[src/rtl/riscv32ima_pkg.sv]
// Shared definitions for the RV32IMA memory/writeback stage.
//   - Major opcode encodings (RV32 base ISA, bits [6:0])
//   - Load/store func3 encodings
//   - FSM state enum for the memory/writeback stage
//   - Helpers for the byte offset and misalignment of a sized access
package riscv32ima_pkg;

  localparam logic [6:0] OPC_LOAD     = 7'b0000011;
  localparam logic [6:0] OPC_MISC_MEM = 7'b0001111;
  localparam logic [6:0] OPC_OP_IMM   = 7'b0010011;
  localparam logic [6:0] OPC_AUIPC    = 7'b0010111;
  localparam logic [6:0] OPC_STORE    = 7'b0100011;
  localparam logic [6:0] OPC_OP       = 7'b0110011;
  localparam logic [6:0] OPC_LUI      = 7'b0110111;
  localparam logic [6:0] OPC_BRANCH   = 7'b1100011;
  localparam logic [6:0] OPC_JALR     = 7'b1100111;
  localparam logic [6:0] OPC_JAL      = 7'b1101111;
  localparam logic [6:0] OPC_SYSTEM   = 7'b1110011;

  localparam logic [2:0] F3_B  = 3'b000;
  localparam logic [2:0] F3_H  = 3'b001;
  localparam logic [2:0] F3_W  = 3'b010;
  localparam logic [2:0] F3_BU = 3'b100;
  localparam logic [2:0] F3_HU = 3'b101;

  typedef enum logic [1:0] {
    ST_IDLE = 2'd0,
    ST_REQ  = 2'd1,
    ST_WAIT = 2'd2
  } state_e;

  // func3[1:0] encodes the access size (00 byte, 01 half, else word).
  // The byte offset is the address aligned down to the access size.
  function automatic logic [1:0] access_off(input logic [1:0] size_code,
                                            input logic [1:0] addr_lo);
    case (size_code)
      2'b00:   access_off = addr_lo;
      2'b01:   access_off = {addr_lo[1], 1'b0};
      default: access_off = 2'b00;
    endcase
  endfunction

  function automatic logic is_misaligned(input logic [1:0] size_code,
                                         input logic [1:0] addr_lo);
    case (size_code)
      2'b00:   is_misaligned = 1'b0;
      2'b01:   is_misaligned = addr_lo[0];
      default: is_misaligned = (addr_lo != 2'b00);
    endcase
  endfunction

endpackage

[src/rtl/riscv32ima_load_align.sv]
// Load lane extraction and sign/zero extension (purely combinational).
// Ports:
//   rdata_i  [31:0]  raw word returned by memory
//   addr_lo_i [1:0]  low bits of the effective address
//   func3_i   [2:0]  LB/LH/LW/LBU/LHU encoding
//   data_o   [31:0]  extended register value
module riscv32ima_load_align
  import riscv32ima_pkg::*;
(
  input  logic [31:0] rdata_i,
  input  logic [1:0]  addr_lo_i,
  input  logic [2:0]  func3_i,
  output logic [31:0] data_o
);

  logic [1:0]  off;
  logic [7:0]  byte_lane;
  logic [15:0] half_lane;

  always_comb begin
    off       = access_off(func3_i[1:0], addr_lo_i);
    byte_lane = rdata_i[{off, 3'b000} +: 8];
    half_lane = off[1] ? rdata_i[31:16] : rdata_i[15:0];
    case (func3_i)
      F3_B:    data_o = {{24{byte_lane[7]}}, byte_lane};
      F3_BU:   data_o = {24'h0, byte_lane};
      F3_H:    data_o = {{16{half_lane[15]}}, half_lane};
      F3_HU:   data_o = {16'h0, half_lane};
      default: data_o = rdata_i;
    endcase
  end

endmodule

[src/rtl/riscv32ima_mem_wback.sv]
// RV32IMA memory access + writeback stage.
// Accepts one ALU result per cycle; loads/stores run a valid/ready memory
// request and (for loads) wait for read data before writing back.
// Ports:
//   clk, nrst                 clock, async active-low reset
//   alu_*                     result from execute (valid/ready handshake)
//   mem_*                     memory request / load response
//   wback_pc_wen/wback_pc     single-cycle PC redirect
//   wback_reg_*               single-cycle register file write
//   misalign_err              only with RISCV32IMA_MISALIGN_CHK_EN defined:
//                             one-cycle pulse on a dropped misaligned access
//
// state | meaning
// IDLE  | ready for a new ALU result
// REQ   | memory request held until mem_ready
// WAIT  | load accepted, waiting for mem_rvalid
module riscv32ima_mem_wback
  import riscv32ima_pkg::*;
#(
  parameter int ADDR_WIDTH     = 32,
  parameter int REG_ADDR_WIDTH = 5,
  parameter int REG_DATA_WIDTH = 32,
  parameter int OPCODE_WIDTH   = 7,
  parameter int FUNC3_WIDTH    = 3
) (
  input  logic                      clk,
  input  logic                      nrst,
  input  logic                      alu_valid,
  output logic                      alu_ready,
  input  logic [OPCODE_WIDTH-1:0]   alu_opcode,
  input  logic [FUNC3_WIDTH-1:0]    alu_func3_opcode,
  input  logic [REG_ADDR_WIDTH-1:0] alu_src_addr,
  input  logic [REG_ADDR_WIDTH-1:0] alu_dst_addr,
  input  logic [ADDR_WIDTH-1:0]     alu_mem_addr,
  input  logic [REG_DATA_WIDTH-1:0] alu_data,
  output logic                      mem_valid,
  input  logic                      mem_ready,
  output logic                      mem_we,
  output logic [ADDR_WIDTH-1:0]     mem_addr,
  output logic [REG_DATA_WIDTH-1:0] mem_wdata,
  output logic [3:0]                mem_wstrb,
  input  logic                      mem_rvalid,
  input  logic [REG_DATA_WIDTH-1:0] mem_rdata,
  output logic                      wback_pc_wen,
  output logic [ADDR_WIDTH-1:0]     wback_pc,
  output logic                      wback_reg_wen,
  output logic [REG_ADDR_WIDTH-1:0] wback_reg_addr,
  output logic [REG_DATA_WIDTH-1:0] wback_reg_data
`ifdef RISCV32IMA_MISALIGN_CHK_EN
  ,
  output logic                      misalign_err
`endif
);

  state_e                    state_q, state_d;
  logic                      we_q, we_d;
  logic [ADDR_WIDTH-1:0]     addr_q, addr_d;
  logic [REG_DATA_WIDTH-1:0] wdata_q, wdata_d;
  logic [3:0]                wstrb_q, wstrb_d;
  logic [FUNC3_WIDTH-1:0]    func3_q, func3_d;
  logic [REG_ADDR_WIDTH-1:0] dst_q, dst_d;
  logic                      pc_wen_q, pc_wen_d;
  logic [ADDR_WIDTH-1:0]     pc_q, pc_d;
  logic                      reg_wen_q, reg_wen_d;
  logic [REG_ADDR_WIDTH-1:0] reg_addr_q, reg_addr_d;
  logic [REG_DATA_WIDTH-1:0] reg_data_q, reg_data_d;
`ifdef RISCV32IMA_MISALIGN_CHK_EN
  logic                      misalign_q, misalign_d;
`endif

  logic                      start_mem;
  logic [1:0]                store_off;
  logic [31:0]               load_data;
  logic                      unused_src;

  // Source index is informational only.
  assign unused_src = ^alu_src_addr;

  riscv32ima_load_align u_load_align (
    .rdata_i   (mem_rdata),
    .addr_lo_i (addr_q[1:0]),
    .func3_i   (func3_q),
    .data_o    (load_data)
  );

  always_comb begin
    state_d    = state_q;
    we_d       = we_q;
    addr_d     = addr_q;
    wdata_d    = wdata_q;
    wstrb_d    = wstrb_q;
    func3_d    = func3_q;
    dst_d      = dst_q;
    pc_wen_d   = 1'b0;
    pc_d       = pc_q;
    reg_wen_d  = 1'b0;
    reg_addr_d = reg_addr_q;
    reg_data_d = reg_data_q;
    start_mem  = 1'b0;
`ifdef RISCV32IMA_MISALIGN_CHK_EN
    misalign_d = 1'b0;
`endif
    store_off  = access_off(alu_func3_opcode[1:0], alu_mem_addr[1:0]);

    case (state_q)
      ST_IDLE: begin
        if (alu_valid) begin
          case (alu_opcode)
            OPC_OP, OPC_OP_IMM, OPC_LUI, OPC_AUIPC: begin
              reg_wen_d  = (alu_dst_addr != '0);
              reg_addr_d = alu_dst_addr;
              reg_data_d = alu_data;
            end
            OPC_JAL, OPC_JALR: begin
              reg_wen_d  = (alu_dst_addr != '0);
              reg_addr_d = alu_dst_addr;
              reg_data_d = alu_data;
              pc_wen_d   = 1'b1;
              pc_d       = alu_mem_addr;
            end
            OPC_BRANCH: begin
              if (alu_data[0]) begin
                pc_wen_d = 1'b1;
                pc_d     = alu_mem_addr;
              end
            end
            OPC_LOAD, OPC_STORE: begin
`ifdef RISCV32IMA_MISALIGN_CHK_EN
              if (is_misaligned(alu_func3_opcode[1:0], alu_mem_addr[1:0])) begin
                misalign_d = 1'b1;
              end else begin
                start_mem = 1'b1;
              end
`else
              start_mem = 1'b1;
`endif
            end
            default: ;
          endcase

          if (start_mem) begin
            state_d = ST_REQ;
            we_d    = (alu_opcode == OPC_STORE);
            addr_d  = alu_mem_addr;
            func3_d = alu_func3_opcode;
            dst_d   = alu_dst_addr;
            wstrb_d = 4'b0000;
            wdata_d = alu_data;
            if (alu_opcode == OPC_STORE) begin
              // Data is replicated into every lane; the strobe picks the live ones.
              case (alu_func3_opcode[1:0])
                2'b00: begin
                  wstrb_d = 4'b0001 << store_off;
                  wdata_d = {4{alu_data[7:0]}};
                end
                2'b01: begin
                  wstrb_d = 4'b0011 << store_off;
                  wdata_d = {2{alu_data[15:0]}};
                end
                default: begin
                  wstrb_d = 4'b1111;
                  wdata_d = alu_data;
                end
              endcase
            end
          end
        end
      end
      ST_REQ: begin
        // A same-cycle mem_rvalid is ignored here; read data is taken in WAIT.
        if (mem_ready) begin
          state_d = we_q ? ST_IDLE : ST_WAIT;
        end
      end
      ST_WAIT: begin
        if (mem_rvalid) begin
          state_d    = ST_IDLE;
          reg_wen_d  = (dst_q != '0);
          reg_addr_d = dst_q;
          reg_data_d = load_data;
        end
      end
      default: state_d = ST_IDLE;
    endcase
  end

  always_ff @(posedge clk or negedge nrst) begin
    if (!nrst) begin
      state_q    <= ST_IDLE;
      we_q       <= 1'b0;
      addr_q     <= '0;
      wdata_q    <= '0;
      wstrb_q    <= '0;
      func3_q    <= '0;
      dst_q      <= '0;
      pc_wen_q   <= 1'b0;
      pc_q       <= '0;
      reg_wen_q  <= 1'b0;
      reg_addr_q <= '0;
      reg_data_q <= '0;
`ifdef RISCV32IMA_MISALIGN_CHK_EN
      misalign_q <= 1'b0;
`endif
    end else begin
      state_q    <= state_d;
      we_q       <= we_d;
      addr_q     <= addr_d;
      wdata_q    <= wdata_d;
      wstrb_q    <= wstrb_d;
      func3_q    <= func3_d;
      dst_q      <= dst_d;
      pc_wen_q   <= pc_wen_d;
      pc_q       <= pc_d;
      reg_wen_q  <= reg_wen_d;
      reg_addr_q <= reg_addr_d;
      reg_data_q <= reg_data_d;
`ifdef RISCV32IMA_MISALIGN_CHK_EN
      misalign_q <= misalign_d;
`endif
    end
  end

  assign alu_ready      = (state_q == ST_IDLE);
  assign mem_valid      = (state_q == ST_REQ);
  assign mem_we         = mem_valid & we_q;
  assign mem_wstrb      = mem_valid ? wstrb_q : 4'b0000;
  assign mem_addr       = {addr_q[ADDR_WIDTH-1:2], 2'b00};
  assign mem_wdata      = wdata_q;
  assign wback_pc_wen   = pc_wen_q;
  assign wback_pc       = pc_q;
  assign wback_reg_wen  = reg_wen_q;
  assign wback_reg_addr = reg_addr_q;
  assign wback_reg_data = reg_data_q;
`ifdef RISCV32IMA_MISALIGN_CHK_EN
  assign misalign_err   = misalign_q;
`endif

endmodule

[config.mk]
export PLATFORM = sky130hd
export DESIGN_NAME = riscv32ima_mem_wback
export DESIGN_NICKNAME = d
export VERILOG_FILES = /design/src/rtl/riscv32ima_pkg.sv /design/src/rtl/riscv32ima_load_align.sv /design/src/rtl/riscv32ima_mem_wback.sv
export SDC_FILE = /design/constraint.sdc
export NUM_CORES = 1
export LEC_CHECK = 0
export ABC_AREA = 1
export BUFFER_PORTS_ARGS = -buffer_cell sky130_fd_sc_hd__buf_2
export CORE_ASPECT_RATIO = 1.2
export CORE_MARGIN = 4
export CORE_UTILIZATION = 30
export CTS_CLUSTER_DIAMETER = 150
export DETAILED_ROUTE_END_ITERATION = 7
export SYNTH_ARGS = -nofsm -noshare
export SYNTH_HDL_FRONTEND = slang
export SYNTH_HIERARCHICAL = 1
export SYNTH_SLANG_ARGS = --single-unit
export TNS_END_PERCENT = 50
[constraint.sdc]
create_clock -name clk -period 2.5 [get_ports clk]
set_input_delay 0.25 -clock clk [delete_from_list [all_inputs] [get_ports clk]]
set_output_delay 0.25 -clock clk [all_outputs]
set_load 0.05 [all_outputs]
==> run_summary.xml, run 1 <==
<?xml version="1.0" encoding="UTF-8"?>
<metrics>
  <group name="clock_tree">
    <metric name="htree_num_levels" unit="">4</metric>
    <metric name="cts_root_buffer" unit="">clkbuf_16</metric>
    <metric name="postCtsResizedCells" unit="">0</metric>
    <metric name="cts_tree" unit="">yes</metric>
    <metric name="tritoncts.num_buffers" unit="">17</metric>
    <metric name="worstSkewPairLatency" unit="ns">0.43</metric>
    <metric name="holdBufCountCts" unit="">1</metric>
    <metric name="clk_transition_reported_paths" unit="ns">0.07</metric>
    <metric name="clock_path_buffers" unit="">2</metric>
    <metric name="post-cts-setup-buffer-count" unit="">0</metric>
    <metric name="tritoncts_sinks" unit="">150</metric>
  </group>
  <group name="hold_path">
    <metric name="hold_class" unit="">input port to flop</metric>
  </group>
  <group name="sta">
    <metric name="grt_setup_unrepaired" unit="">false</metric>
    <metric name="hold_viol_final" unit="">0</metric>
    <metric name="tightest_slew" unit="ns">0.772</metric>
    <metric name="finalCritPeriodShare" unit="%">80.2</metric>
    <metric name="period_needed" unit="ns">2.01</metric>
    <metric name="setup_viol_count_final" unit="">0</metric>
    <metric name="final.setup_skew" unit="ns">0.0110</metric>
    <metric name="slew_violations" unit="">0</metric>
    <metric name="setup_tns" unit="ns">0</metric>
    <metric name="worst_slack" unit="ns">0.495</metric>
    <metric name="timing_limited_maximum_frequency" unit="MHz">499</metric>
    <metric name="slew_headroom" unit="%">48.5</metric>
  </group>
  <group name="yosys">
    <metric name="yosys.cell_count.top_type" unit="">nand2_1</metric>
    <metric name="mean_instance_size_in_the_synthesized_netlist" unit="um2">7.16</metric>
    <metric name="synth_top_area_cell" unit="">dfrtp_1</metric>
    <metric name="synth_enable_flop_cells" unit="">0</metric>
    <metric name="synth.top_cells.by_area" unit="">dfrtp_1 46%, nand2_1 29%, nand3_1 7.9%, buf_4 3.7%, nand3_2 2.6%</metric>
    <metric name="synth_ff_type" unit="">dfrtp_1</metric>
    <metric name="netlist-cell-type-count" unit="">28</metric>
    <metric name="synth_area" unit="um2">8170</metric>
    <metric name="synth_top_area_share" unit="%">45.9</metric>
    <metric name="synth_commonest_cells" unit="">624 x nand2_1, 150 x dfrtp_1, 129 x nand3_1, 40 x buf_4, 37 x inv_1</metric>
    <metric name="synthesized_instance_count" unit="">1141</metric>
    <metric name="yosys_warnings" unit="">6</metric>
    <metric name="yosysSeqAreaShare" unit="%">45.9</metric>
    <metric name="synthArstFlopShare" unit="%">100</metric>
    <metric name="synth-seq-cells" unit="">150</metric>
  </group>
  <group name="floorplan">
    <metric name="start_util" unit="%">30.7</metric>
    <metric name="die_x_extent" unit="um">159</metric>
    <metric name="floorplan.rows" unit="">65</metric>
    <metric name="die_area" unit="um2">29900</metric>
    <metric name="boundaryPins" unit="">263</metric>
    <metric name="floorplan.die.height" unit="um">189</metric>
    <metric name="design.core.area" unit="um2">26600</metric>
  </group>
  <group name="critical_path">
    <metric name="cp-start-kind" unit="">flop</metric>
    <metric name="critical_path.max_fanout" unit="">24</metric>
    <metric name="crit_top_cell" unit="">nand2_1</metric>
    <metric name="combined_buffer_and_inverter_count_along_the_critical_path" unit="">0</metric>
    <metric name="cp_slowest_cell" unit="">dfrtp_1</metric>
    <metric name="setup.worst_path.end_class" unit="">flop</metric>
    <metric name="critical_path.cell_chain" unit="">nor2_8, nand2_4, nand2_1, nand3_2, nand3_4, nand3_2, nand2_1, nand2_1, nand3_1, nand2_1</metric>
    <metric name="setup.reg_to_reg.worst_slack" unit="ns">0.49</metric>
    <metric name="timing.setup.critical_path_class" unit="">flop to flop</metric>
    <metric name="critical_path_arrival" unit="ns">2.37</metric>
    <metric name="worst_path_largest_cell_delay" unit="ns">0.59</metric>
    <metric name="crit_required" unit="ns">2.86</metric>
    <metric name="critical-path-top-delay-family" unit="">simple AND/OR/NAND/NOR gates</metric>
  </group>
  <group name="detailed_routing">
    <metric name="detailedRoute.firstIterationViolations" unit="">510</metric>
    <metric name="post-route-drc-count" unit="">0</metric>
    <metric name="routed_wl" unit="um">29200</metric>
    <metric name="dr_vias" unit="">8099</metric>
    <metric name="drt_first_pass_iters" unit="">5</metric>
    <metric name="vias_per_cell" unit="">4.80</metric>
    <metric name="postRouteAntennaNets" unit="">0</metric>
    <metric name="post_drt_wl_per_cell" unit="um">17.3</metric>
  </group>
  <group name="global_route">
    <metric name="grt_pass1_wl" unit="um">44900</metric>
    <metric name="maximum_number_of_pins_on_one_net_before_global_route_repair" unit="">76</metric>
    <metric name="grt-ovfl-total" unit="">0</metric>
    <metric name="antenna_found_initial" unit="">8</metric>
    <metric name="first_global_vias" unit="">7984</metric>
    <metric name="global_route.usage.total" unit="%">19.3</metric>
  </group>
  <group name="placement">
    <metric name="pre_cts_ws" unit="ns">0.544</metric>
    <metric name="gp_routability_congestion" unit="">0.874</metric>
    <metric name="dp.final_hpwl" unit="um">21300</metric>
    <metric name="portBuffers" unit="">255</metric>
  </group>
  <group name="final_layout">
    <metric name="drive_gt1_share" unit="%">26.0</metric>
    <metric name="flow.area_growth_from_synthesis" unit="%">23.5</metric>
    <metric name="final_net_count" unit="">1460</metric>
  </group>
  <group name="job">
    <metric name="count_of_maximum_capacitance_violations" unit="">0</metric>
  </group>
  <group name="run_status">
    <metric name="run_status" unit="">complete, no violations</metric>
  </group>
  <group name="pwr">
    <metric name="power.ir.vdd_worst" unit="mV">0.335</metric>
    <metric name="cell_area_power_density" unit="nW/um2">837</metric>
    <metric name="power_leakage" unit="nW">6.05</metric>
  </group>
</metrics>
## worst register-to-register path, cell delays in order, from the launching register on
cell,delay [ns]
dfrtp_1,0.59
nor2_8,0.09
nand2_4,0.19
nand2_1,0.10
nand3_2,0.09
nand3_4,0.33
nand3_2,0.23
nand2_1,0.07
nand2_1,0.09
nand3_1,0.07
nand2_1,0.09
## state kept, by name, summed over array words and instances, names as in the netlist
name	cells
dst_q	5
wstrb_q	4
mem_wdata	32
func3_q	3
we_q	1
wback_pc_wen	1
wback_reg_addr	5
wback_pc	32
state_q	2
addr_q	32
wback_reg_wen	1
wback_reg_data	32
## placed cells by master (no fill, tap or decap), drive strengths merged, types with 3 or more instances in the layout
master    instances
dfrtp           150
buf             274
nand4             6
nand2           630
nand3           151
nor2             23
clkbuf           21
clkinvlp          5
clkinv            3
inv              46
o21ai            27
o221ai            5
## metal layers
metal | share of wire, % | track usage, %
met1 | 41 | 23.9
met2 | 47 | 31.4
met3 | 8.4 | 5.88
met4 | 2.9 | 7.19
met5 | 0.17 | 0
## stage by stage
step | total power, mW | instance area [um2] | utilization (%) | hold slack (ns) | instances
floorplan | 5.18 | 8170 | - | -0.0456 | 1142
global placement | 5.87 | 9490 | 35.7 | 0.229 | 1654
detailed placement | 5.90 | 9490 | 35.7 | 0.232 | 1654
CTS | 8.55 | 10100 | 37.9 | 0.0154 | 1687
global route | 8.87 | 10100 | 37.9 | 0.0374 | 1689
finish | 8.45 | 10100 | 37.9 | 0.0367 | 1689
## worst paths after layout
| check | start | end | cells after the start |
|---|---|---|---|
| setup / recovery | func3_q[1] | wback_reg_data[26] | 10 |
| hold / removal | alu_mem_addr[25] | addr_q[25] | 3 |
| setup reg to reg | func3_q[1] | wback_reg_data[26] | 10 |
| hold reg to reg | mem_wdata[1] | mem_wdata[1] | 2 |
| max in group asynchronous | nrst | dst_q[4] | 3 |
| min in group asynchronous | nrst | wback_pc[13] | 2 |
## power breakdown
group	switching, mW	total, mW	internal [mW]
logic	2.16	2.79	0.634
clock network	1.09	2.61	1.52
registers	0.224	3.04	2.82
total	3.47	8.45	4.98
## cell families (layout without fill, tap and decap cells)
group	count (synthesis)	in the layout	share of synthesized area, %
AND/OR/NAND/NOR	814	814	42.3
flip-flops	150	150	45.9
buffers and inverters	142	352	9.25
AO/OA/AOI/OAI	34	34	2.47
other	1	4	0.0459
## layout make-up
cell class                      count  area [um2]
Antenna cell                        2        5.00
Clock buffer                       21         460
Clock inverter                     11         125
Fill cell                        2871       16500
Inverter                           45         169
Multi-Input combinational cell    850        3670
Sequential cell                   150        3750
Tap cell                          335         419
Timing Repair Buffer              275        1490
Power figures use the tool's default switching activity.
==> run 2: changes to the inputs <==
==> constraint.sdc (replaced) <==
create_clock -name clk -period 1.9 [get_ports clk]
set_input_delay 0.19 -clock clk [delete_from_list [all_inputs] [get_ports clk]]
set_output_delay 0.19 -clock clk [all_outputs]
set_load 0.05 [all_outputs]
==> run 2 against run 1 <==
Net effect:
- cell area is 5.3% higher
- register-to-register slack lost 0.39 ns
- count of clock-buffer cells in the layout grew 1
- global-route usage decreased by 0.14 points
- clock skew rose by 0.0046 ns
- maximum frequency is 11% higher
- critical endpoint is now wback_reg_data[14]
- largest cell class unchanged
==> run_summary.xml, run 2 (same netlist as run 1, synthesis figures left out) <==
<?xml version="1.0" encoding="UTF-8"?>
<metrics>
  <group name="hold_path">
    <metric name="min_from" unit="">alu_mem_addr[20]</metric>
    <metric name="holdPathStages" unit="">3</metric>
    <metric name="hold_class" unit="">input port to flop</metric>
    <metric name="min_delay_worst_endpoint" unit="">addr_q[20]</metric>
  </group>
  <group name="pwr">
    <metric name="cell_area_power_density" unit="nW/um2">1060</metric>
    <metric name="internal_power" unit="mW">6.73</metric>
    <metric name="fin_total_pwr" unit="mW">11.3</metric>
    <metric name="power.ir.vdd_worst" unit="mV">0.568</metric>
    <metric name="switching_share" unit="%">40.2</metric>
    <metric name="combPwrFrac" unit="%">33.7</metric>
    <metric name="switching_power" unit="mW">4.53</metric>
    <metric name="sequentialPowerShare" unit="%">35.5</metric>
    <metric name="power_leakage" unit="nW">6.30</metric>
    <metric name="clock_share_of_power" unit="%">30.7</metric>
  </group>
  <group name="detailed_routing">
    <metric name="detailedRoute.firstIterationViolations" unit="">623</metric>
    <metric name="post_drt_wl_per_cell" unit="um">16.8</metric>
    <metric name="post-route-drc-count" unit="">0</metric>
    <metric name="drt_first_pass_iters" unit="">5</metric>
    <metric name="vias_per_cell" unit="">4.68</metric>
    <metric name="dr_vias" unit="">8140</metric>
    <metric name="routed_wl" unit="um">29100</metric>
    <metric name="postRouteAntennaNets" unit="">0</metric>
  </group>
  <group name="global_route">
    <metric name="grt_pass1_wl" unit="um">44200</metric>
    <metric name="global_route.usage.total" unit="%">19.1</metric>
    <metric name="maximum_number_of_pins_on_one_net_before_global_route_repair" unit="">46</metric>
    <metric name="grt-ovfl-total" unit="">0</metric>
    <metric name="first_global_vias" unit="">7840</metric>
    <metric name="antenna_found_initial" unit="">8</metric>
  </group>
  <group name="critical_path">
    <metric name="setup.reg_to_reg.worst_slack" unit="ns">0.10</metric>
    <metric name="critical_path_arrival" unit="ns">2.11</metric>
    <metric name="setup.worst_path.end_class" unit="">flop</metric>
    <metric name="timing.setup.critical_path_class" unit="">flop to flop</metric>
    <metric name="worstReg2RegEnd" unit="">wback_reg_data[14]</metric>
    <metric name="critical_path.max_fanout" unit="">9</metric>
    <metric name="worstRegToRegCells" unit="">10</metric>
    <metric name="cp-start-kind" unit="">flop</metric>
    <metric name="worst_r2r_startpoint" unit="">func3_q[1]</metric>
    <metric name="crit_required" unit="ns">2.22</metric>
  </group>
  <group name="final_layout">
    <metric name="drive_gt1_share" unit="%">26.4</metric>
    <metric name="final_net_count" unit="">1509</metric>
    <metric name="utilization_of_the_core_after_routing" unit="%">39.9</metric>
    <metric name="flow.area_growth_from_synthesis" unit="%">30.0</metric>
    <metric name="finalInstanceArea" unit="um2">10600</metric>
    <metric name="most_used_cells_in_the_layout_excluding_fill_and_tap_cells" unit="">624 x nand2_1, 252 x buf_2, 149 x dfrtp_1</metric>
    <metric name="layout.cells.most_common" unit="">nand2_1</metric>
  </group>
  <group name="placement">
    <metric name="portBuffers" unit="">255</metric>
    <metric name="gp_routability_congestion" unit="">0.894</metric>
    <metric name="dp.final_hpwl" unit="um">21600</metric>
    <metric name="postPlaceCellArea" unit="um2">9630</metric>
    <metric name="pre_cts_ws" unit="ns">0.0445</metric>
  </group>
  <group name="clock_tree">
    <metric name="clock_path_buffers" unit="">2</metric>
    <metric name="cts_root_buffer" unit="">clkbuf_16</metric>
    <metric name="cts_tree" unit="">yes</metric>
    <metric name="tritoncts.num_buffers" unit="">17</metric>
    <metric name="worstSkewPairLatency" unit="ns">0.43</metric>
    <metric name="tritoncts_sinks" unit="">150</metric>
    <metric name="clk_transition_reported_paths" unit="ns">0.07</metric>
    <metric name="htree_num_levels" unit="">4</metric>
  </group>
  <group name="sta">
    <metric name="setup_viol_count_final" unit="">0</metric>
    <metric name="period_needed" unit="ns">1.80</metric>
    <metric name="slew_violations" unit="">0</metric>
    <metric name="hold_viol_final" unit="">0</metric>
    <metric name="finalCritPeriodShare" unit="%">94.7</metric>
    <metric name="grt_setup_unrepaired" unit="">false</metric>
    <metric name="worst_slack" unit="ns">0.101</metric>
    <metric name="setup_tns" unit="ns">0</metric>
    <metric name="timing_limited_maximum_frequency" unit="MHz">556</metric>
    <metric name="final.setup_skew" unit="ns">0.0156</metric>
  </group>
  <group name="floorplan">
    <metric name="die_area" unit="um2">29900</metric>
    <metric name="floorplan.rows" unit="">65</metric>
    <metric name="die_x_extent" unit="um">159</metric>
    <metric name="boundaryPins" unit="">263</metric>
    <metric name="floorplan.die.height" unit="um">189</metric>
    <metric name="start_util" unit="%">30.7</metric>
    <metric name="design.core.area" unit="um2">26600</metric>
  </group>
  <group name="run_status">
    <metric name="run_status" unit="">complete, no violations</metric>
  </group>
  <group name="job">
    <metric name="count_of_maximum_capacitance_violations" unit="">0</metric>
  </group>
</metrics>
run 2: final cells by class:
type / instances / area, um2
inverters: 45 / 171
repair buffers: 324 / 1990
flip-flops and latches: 150 / 3750
fillers: 2811 / 16000
clock buffers: 22 / 484
multi-input cells: 850 / 3670
clock inverters: 10 / 118
diodes: 2 / 5.00
well taps: 335 / 419
run 2: per-stage QoR:
step / hold slack, ns / cells
after floorplan: -0.106 / 1142
after global placement: 0.159 / 1666
after detailed placement: 0.156 / 1666
after CTS: 0.00155 / 1733
after global routing: 0.0120 / 1737
final: 0.0220 / 1738
run 2: how the worst max path moves through the flow:
| stage | from | to |
|---|---|---|
| after floorplan | state_q[0] | func3_q[1] |
| after global placement | func3_q[1] | wback_reg_data[14] |
| after detailed placement | func3_q[1] | wback_reg_data[14] |
| after CTS | func3_q[1] | wback_reg_data[14] |
| after global routing | func3_q[1] | wback_reg_data[12] |
| final | func3_q[1] | wback_reg_data[14] |
run 2: worst max-delay path: stages (launching register included):
cell and delay (ns):
dfrtp_2 0.50, buf_4 0.17, nor2_2 0.16, nand3_2 0.13
nand3_4 0.17, buf_4 0.18, nand3_2 0.06, nand2_1 0.08
nand2_1 0.09, nand3_1 0.10, nand2_1 0.06
run 2: power groups by stage:
stage	logic, mW	clock network, mW	registers (mW)
finish	3.80	3.46	4.00
global route	4.08	3.71	4.07
CTS	3.82	3.56	4.01
detailed placement	3.75	0	4.06
global placement	3.72	0	4.05
floorplan	1.42	0	5.39
run 2: routing by layer:
layer | part of all wire (%) | up-vias | global-route usage, %
met2 | 47 | 301 | 31.2
met3 | 7.8 | 59 | 5.86
li1 | - | 4027 | -
met5 | 0.25 | - | 0
met1 | 42 | 3741 | 23.7
met4 | 3.3 | 12 | 7.22
run 2: repair_timing:
action | CTS | global route
endpoints found under the setup margin | 0 | 33
hold buffers | 35 | 0
gates resized for setup | 0 | 5
endpoints found under the hold margin | 83 | 0
buffers inserted | 0 | 3
==> run 3: changes to the inputs <==
--- a/config.mk
+++ b/config.mk
@@ -5,9 +5,8 @@
 export SDC_FILE = /design/constraint.sdc
 export NUM_CORES = 1
 export LEC_CHECK = 0
-export ABC_AREA = 1
 export BUFFER_PORTS_ARGS = -buffer_cell sky130_fd_sc_hd__buf_2
-export CORE_ASPECT_RATIO = 1.2
+export CORE_ASPECT_RATIO = 0.5
 export CORE_MARGIN = 4
 export CORE_UTILIZATION = 30
 export CTS_CLUSTER_DIAMETER = 150
==> run 3 against run 2 <==
Net effect:
- register-to-register slack worse by 0.097 ns
- largest cell class unchanged
- critical path depth down 5
- worst setup slack worse by 0.097 ns
- largest power group is now combinational cells
- sequential power up 4%
- flip-flop and latch count unchanged
==> run_summary.xml, run 3 <==
<?xml version="1.0" encoding="UTF-8"?>
<metrics>
  <group name="floorplan">
    <metric name="design.core.area" unit="um2">25500</metric>
    <metric name="die_area" unit="um2">29000</metric>
    <metric name="die_x_extent" unit="um">237</metric>
    <metric name="boundaryPins" unit="">263</metric>
    <metric name="floorplan.die.height" unit="um">123</metric>
    <metric name="floorplan.rows" unit="">41</metric>
    <metric name="start_util" unit="%">30.9</metric>
  </group>
  <group name="clock_tree">
    <metric name="clock_path_buffers" unit="">2</metric>
    <metric name="clk_transition_reported_paths" unit="ns">0.07</metric>
    <metric name="cts_root_buffer" unit="">clkbuf_16</metric>
    <metric name="worstSkewPairLatency" unit="ns">0.43</metric>
    <metric name="htree_num_levels" unit="">4</metric>
    <metric name="tritoncts_sinks" unit="">150</metric>
    <metric name="tritoncts.num_buffers" unit="">17</metric>
    <metric name="cts_tree" unit="">yes</metric>
  </group>
  <group name="final_layout">
    <metric name="multi_input_comb_area" unit="um2">3600</metric>
    <metric name="seqCellArea" unit="um2">3760</metric>
    <metric name="most_used_cells_in_the_layout_excluding_fill_and_tap_cells" unit="">252 x buf_2, 148 x dfrtp_1, 120 x mux2_2</metric>
    <metric name="layout.cells.most_common" unit="">buf_2</metric>
    <metric name="utilization_of_the_core_after_routing" unit="%">41.5</metric>
    <metric name="flow.area_growth_from_synthesis" unit="%">34.5</metric>
    <metric name="final_net_count" unit="">1081</metric>
    <metric name="finalInstanceArea" unit="um2">10600</metric>
    <metric name="drive_gt1_share" unit="%">50.7</metric>
    <metric name="n_fill_cell" unit="">2440</metric>
  </group>
  <group name="yosys">
    <metric name="synth_area" unit="um2">7870</metric>
    <metric name="synth_top_area_cell" unit="">dfrtp_1</metric>
    <metric name="yosysSeqAreaShare" unit="%">47.7</metric>
    <metric name="synth_enable_flop_cells" unit="">0</metric>
    <metric name="synthesized_instance_count" unit="">689</metric>
    <metric name="synth_commonest_cells" unit="">150 x dfrtp_1, 120 x mux2_2, 79 x nor2_1, 37 x a2111oi_0, 37 x a211oi_1</metric>
    <metric name="synthArstFlopShare" unit="%">100</metric>
    <metric name="mean_instance_size_in_the_synthesized_netlist" unit="um2">11.4</metric>
    <metric name="synth-seq-cells" unit="">150</metric>
    <metric name="yosys_warnings" unit="">6</metric>
    <metric name="netlist-cell-type-count" unit="">55</metric>
    <metric name="yosys.cell_count.top_type" unit="">dfrtp_1</metric>
    <metric name="synth_ff_type" unit="">dfrtp_1</metric>
    <metric name="synth_top_area_share" unit="%">47.7</metric>
    <metric name="synth.top_cells.by_area" unit="">dfrtp_1 48%, mux2_2 17%, a2111oi_0 4.1%, nor2_1 3.8%, a211oi_1 3.5%</metric>
  </group>
  <group name="sta">
    <metric name="period_needed" unit="ns">1.90</metric>
    <metric name="slew_violations" unit="">0</metric>
    <metric name="setup_viol_count_final" unit="">0</metric>
    <metric name="worst_slack" unit="ns">0.00468</metric>
    <metric name="final.setup_skew" unit="ns">0.00913</metric>
    <metric name="tightest_slew" unit="ns">0.665</metric>
    <metric name="slew_headroom" unit="%">54.5</metric>
    <metric name="finalCritPeriodShare" unit="%">99.8</metric>
    <metric name="timing_limited_maximum_frequency" unit="MHz">528</metric>
    <metric name="setup_tns" unit="ns">0</metric>
    <metric name="grt_setup_unrepaired" unit="">true</metric>
    <metric name="hold_viol_final" unit="">0</metric>
  </group>
  <group name="pwr">
    <metric name="sequentialPowerShare" unit="%">33.8</metric>
    <metric name="clock_share_of_power" unit="%">28.4</metric>
    <metric name="power_leakage" unit="nW">5.19</metric>
    <metric name="cell_area_power_density" unit="nW/um2">1160</metric>
    <metric name="switching_power" unit="mW">5.13</metric>
    <metric name="power.ir.vdd_worst" unit="mV">0.714</metric>
    <metric name="internal_power" unit="mW">7.19</metric>
    <metric name="combPwrFrac" unit="%">37.8</metric>
    <metric name="switching_share" unit="%">41.6</metric>
  </group>
  <group name="critical_path">
    <metric name="critical_path.cell_chain" unit="">or2_4, buf_4, a2111oi_4, buf_12, mux2_2</metric>
    <metric name="setup.worst_path.end_class" unit="">flop</metric>
    <metric name="crit_required" unit="ns">2.21</metric>
    <metric name="critical_path.max_fanout" unit="">32</metric>
    <metric name="cp_slowest_cell" unit="">dfrtp_1</metric>
    <metric name="critical_path_arrival" unit="ns">2.21</metric>
    <metric name="cp-start-kind" unit="">flop</metric>
    <metric name="worst_path_largest_cell_delay" unit="ns">0.37</metric>
    <metric name="timing.setup.critical_path_class" unit="">flop to flop</metric>
  </group>
  <group name="global_route">
    <metric name="maximum_number_of_pins_on_one_net_before_global_route_repair" unit="">60</metric>
    <metric name="first_global_vias" unit="">6672</metric>
    <metric name="grt-ovfl-total" unit="">0</metric>
    <metric name="antenna_found_initial" unit="">2</metric>
    <metric name="global_route.usage.total" unit="%">17.5</metric>
    <metric name="grt_pass1_wl" unit="um">39600</metric>
  </group>
  <group name="detailed_routing">
    <metric name="routed_wl" unit="um">25900</metric>
    <metric name="detailedRoute.firstIterationViolations" unit="">533</metric>
    <metric name="post_drt_wl_per_cell" unit="um">19.6</metric>
    <metric name="post-route-drc-count" unit="">0</metric>
    <metric name="drt_first_pass_iters" unit="">6</metric>
    <metric name="dr_vias" unit="">6646</metric>
    <metric name="vias_per_cell" unit="">5.03</metric>
    <metric name="postRouteAntennaNets" unit="">0</metric>
  </group>
  <group name="job">
    <metric name="count_of_maximum_capacitance_violations" unit="">0</metric>
  </group>
  <group name="placement">
    <metric name="gp_routability_congestion" unit="">0.884</metric>
    <metric name="portBuffers" unit="">255</metric>
    <metric name="dp.final_hpwl" unit="um">19300</metric>
    <metric name="postPlaceCellArea" unit="um2">9600</metric>
    <metric name="pre_cts_ws" unit="ns">-0.0383</metric>
  </group>
  <group name="hold_path">
    <metric name="hold_class" unit="">input port to flop</metric>
  </group>
  <group name="run_status">
    <metric name="run_status" unit="">complete, no violations</metric>
  </group>
</metrics>
-- run 3: worst max-delay path: cells and delay by family (launching register included) --
family | cells | cell delay, ns
buffers and inverters | 2 | 0.43
flip-flops | 1 | 0.37
multiplexers | 1 | 0.36
AO/OA/AOI/OAI | 1 | 0.33
AND/OR/NAND/NOR | 1 | 0.27
-- run 3: metrics by stage --
| step | hold slack, ns | cells | power (mW) |
|---|---|---|---|
| floorplan | -0.106 | 690 | 7.56 |
| global placement | 0.135 | 1252 | 8.75 |
| detailed placement | 0.138 | 1252 | 8.81 |
| CTS | 0.000840 | 1315 | 12.4 |
| global route | 0.00175 | 1319 | 12.9 |
| finish | 0.0189 | 1320 | 12.3 |
-- run 3: final cells by class --
type                            count  share of cell area, %
Clock buffer                       19                   4.19
Inverter                           11                  0.390
Tap cell                          344                   4.07
Sequential cell                   150                   35.5
Timing Repair Buffer              342                   20.3
Multi-Input combinational cell    438                   34.0
Antenna cell                        3                 0.0710
Clock inverter                     13                   1.50
-- run 3: routing by layer --
layer / up-vias / wire length, um / track usage [%]
li1: 3056 / - / -
met1: 3330 / 10700 / 22.0
met2: 210 / 13100 / 30.0
met3: 50 / 1180 / 3.37
met4: 0 / 855 / 7.18
met5: - / 0 / 0
-- run 3: kinds of logic after synthesis --
family	synth area share [%]
AOI/OAI and AO/OA	14.6
buffers and inverters	7.32
DFF	47.7
muxes	21.8
other	0.0477
and+or+nand+nor	8.59
-- run 3: power by group through the flow --
| stage | Sequential, mW | Combinational (mW) | Clock (mW) |
|---|---|---|---|
| 3_3_place_gp | 4.19 | 4.56 | 0 |
| 3_5_place_dp | 4.22 | 4.59 | 0 |
| 5_1_grt | 4.24 | 4.90 | 3.72 |
| 4_1_cts | 4.17 | 4.65 | 3.58 |
| 6_report | 4.17 | 4.65 | 3.50 |
| 2_1_floorplan | 5.89 | 1.67 | 0 |
-- run 3: repair_timing --
item,4_1_cts,5_1_grt
hold buffers,31,1
pin swaps,0,2
hold endpoints to repair,92,1
endpoints found under the setup margin,35,79
buffers inserted,0,1
resized for setup,4,10
-- run 3: path summary, 6_finish.rpt --
check                                startpoint                end  slack, ns  cells past startpoint
worst max register to register       state_q[0]       wback_pc[20]      0.005                      5
worst min register to register             we_q               we_q       0.49                      1
worst max-delay path                 state_q[0]       wback_pc[20]      0.005                      5
worst min-delay path            alu_dst_addr[4]           dst_q[4]       0.02                      2
max in group asynchronous                  nrst       wback_pc[16]       0.96                      3
min in group asynchronous                  nrst  wback_reg_data[3]       0.29                      2
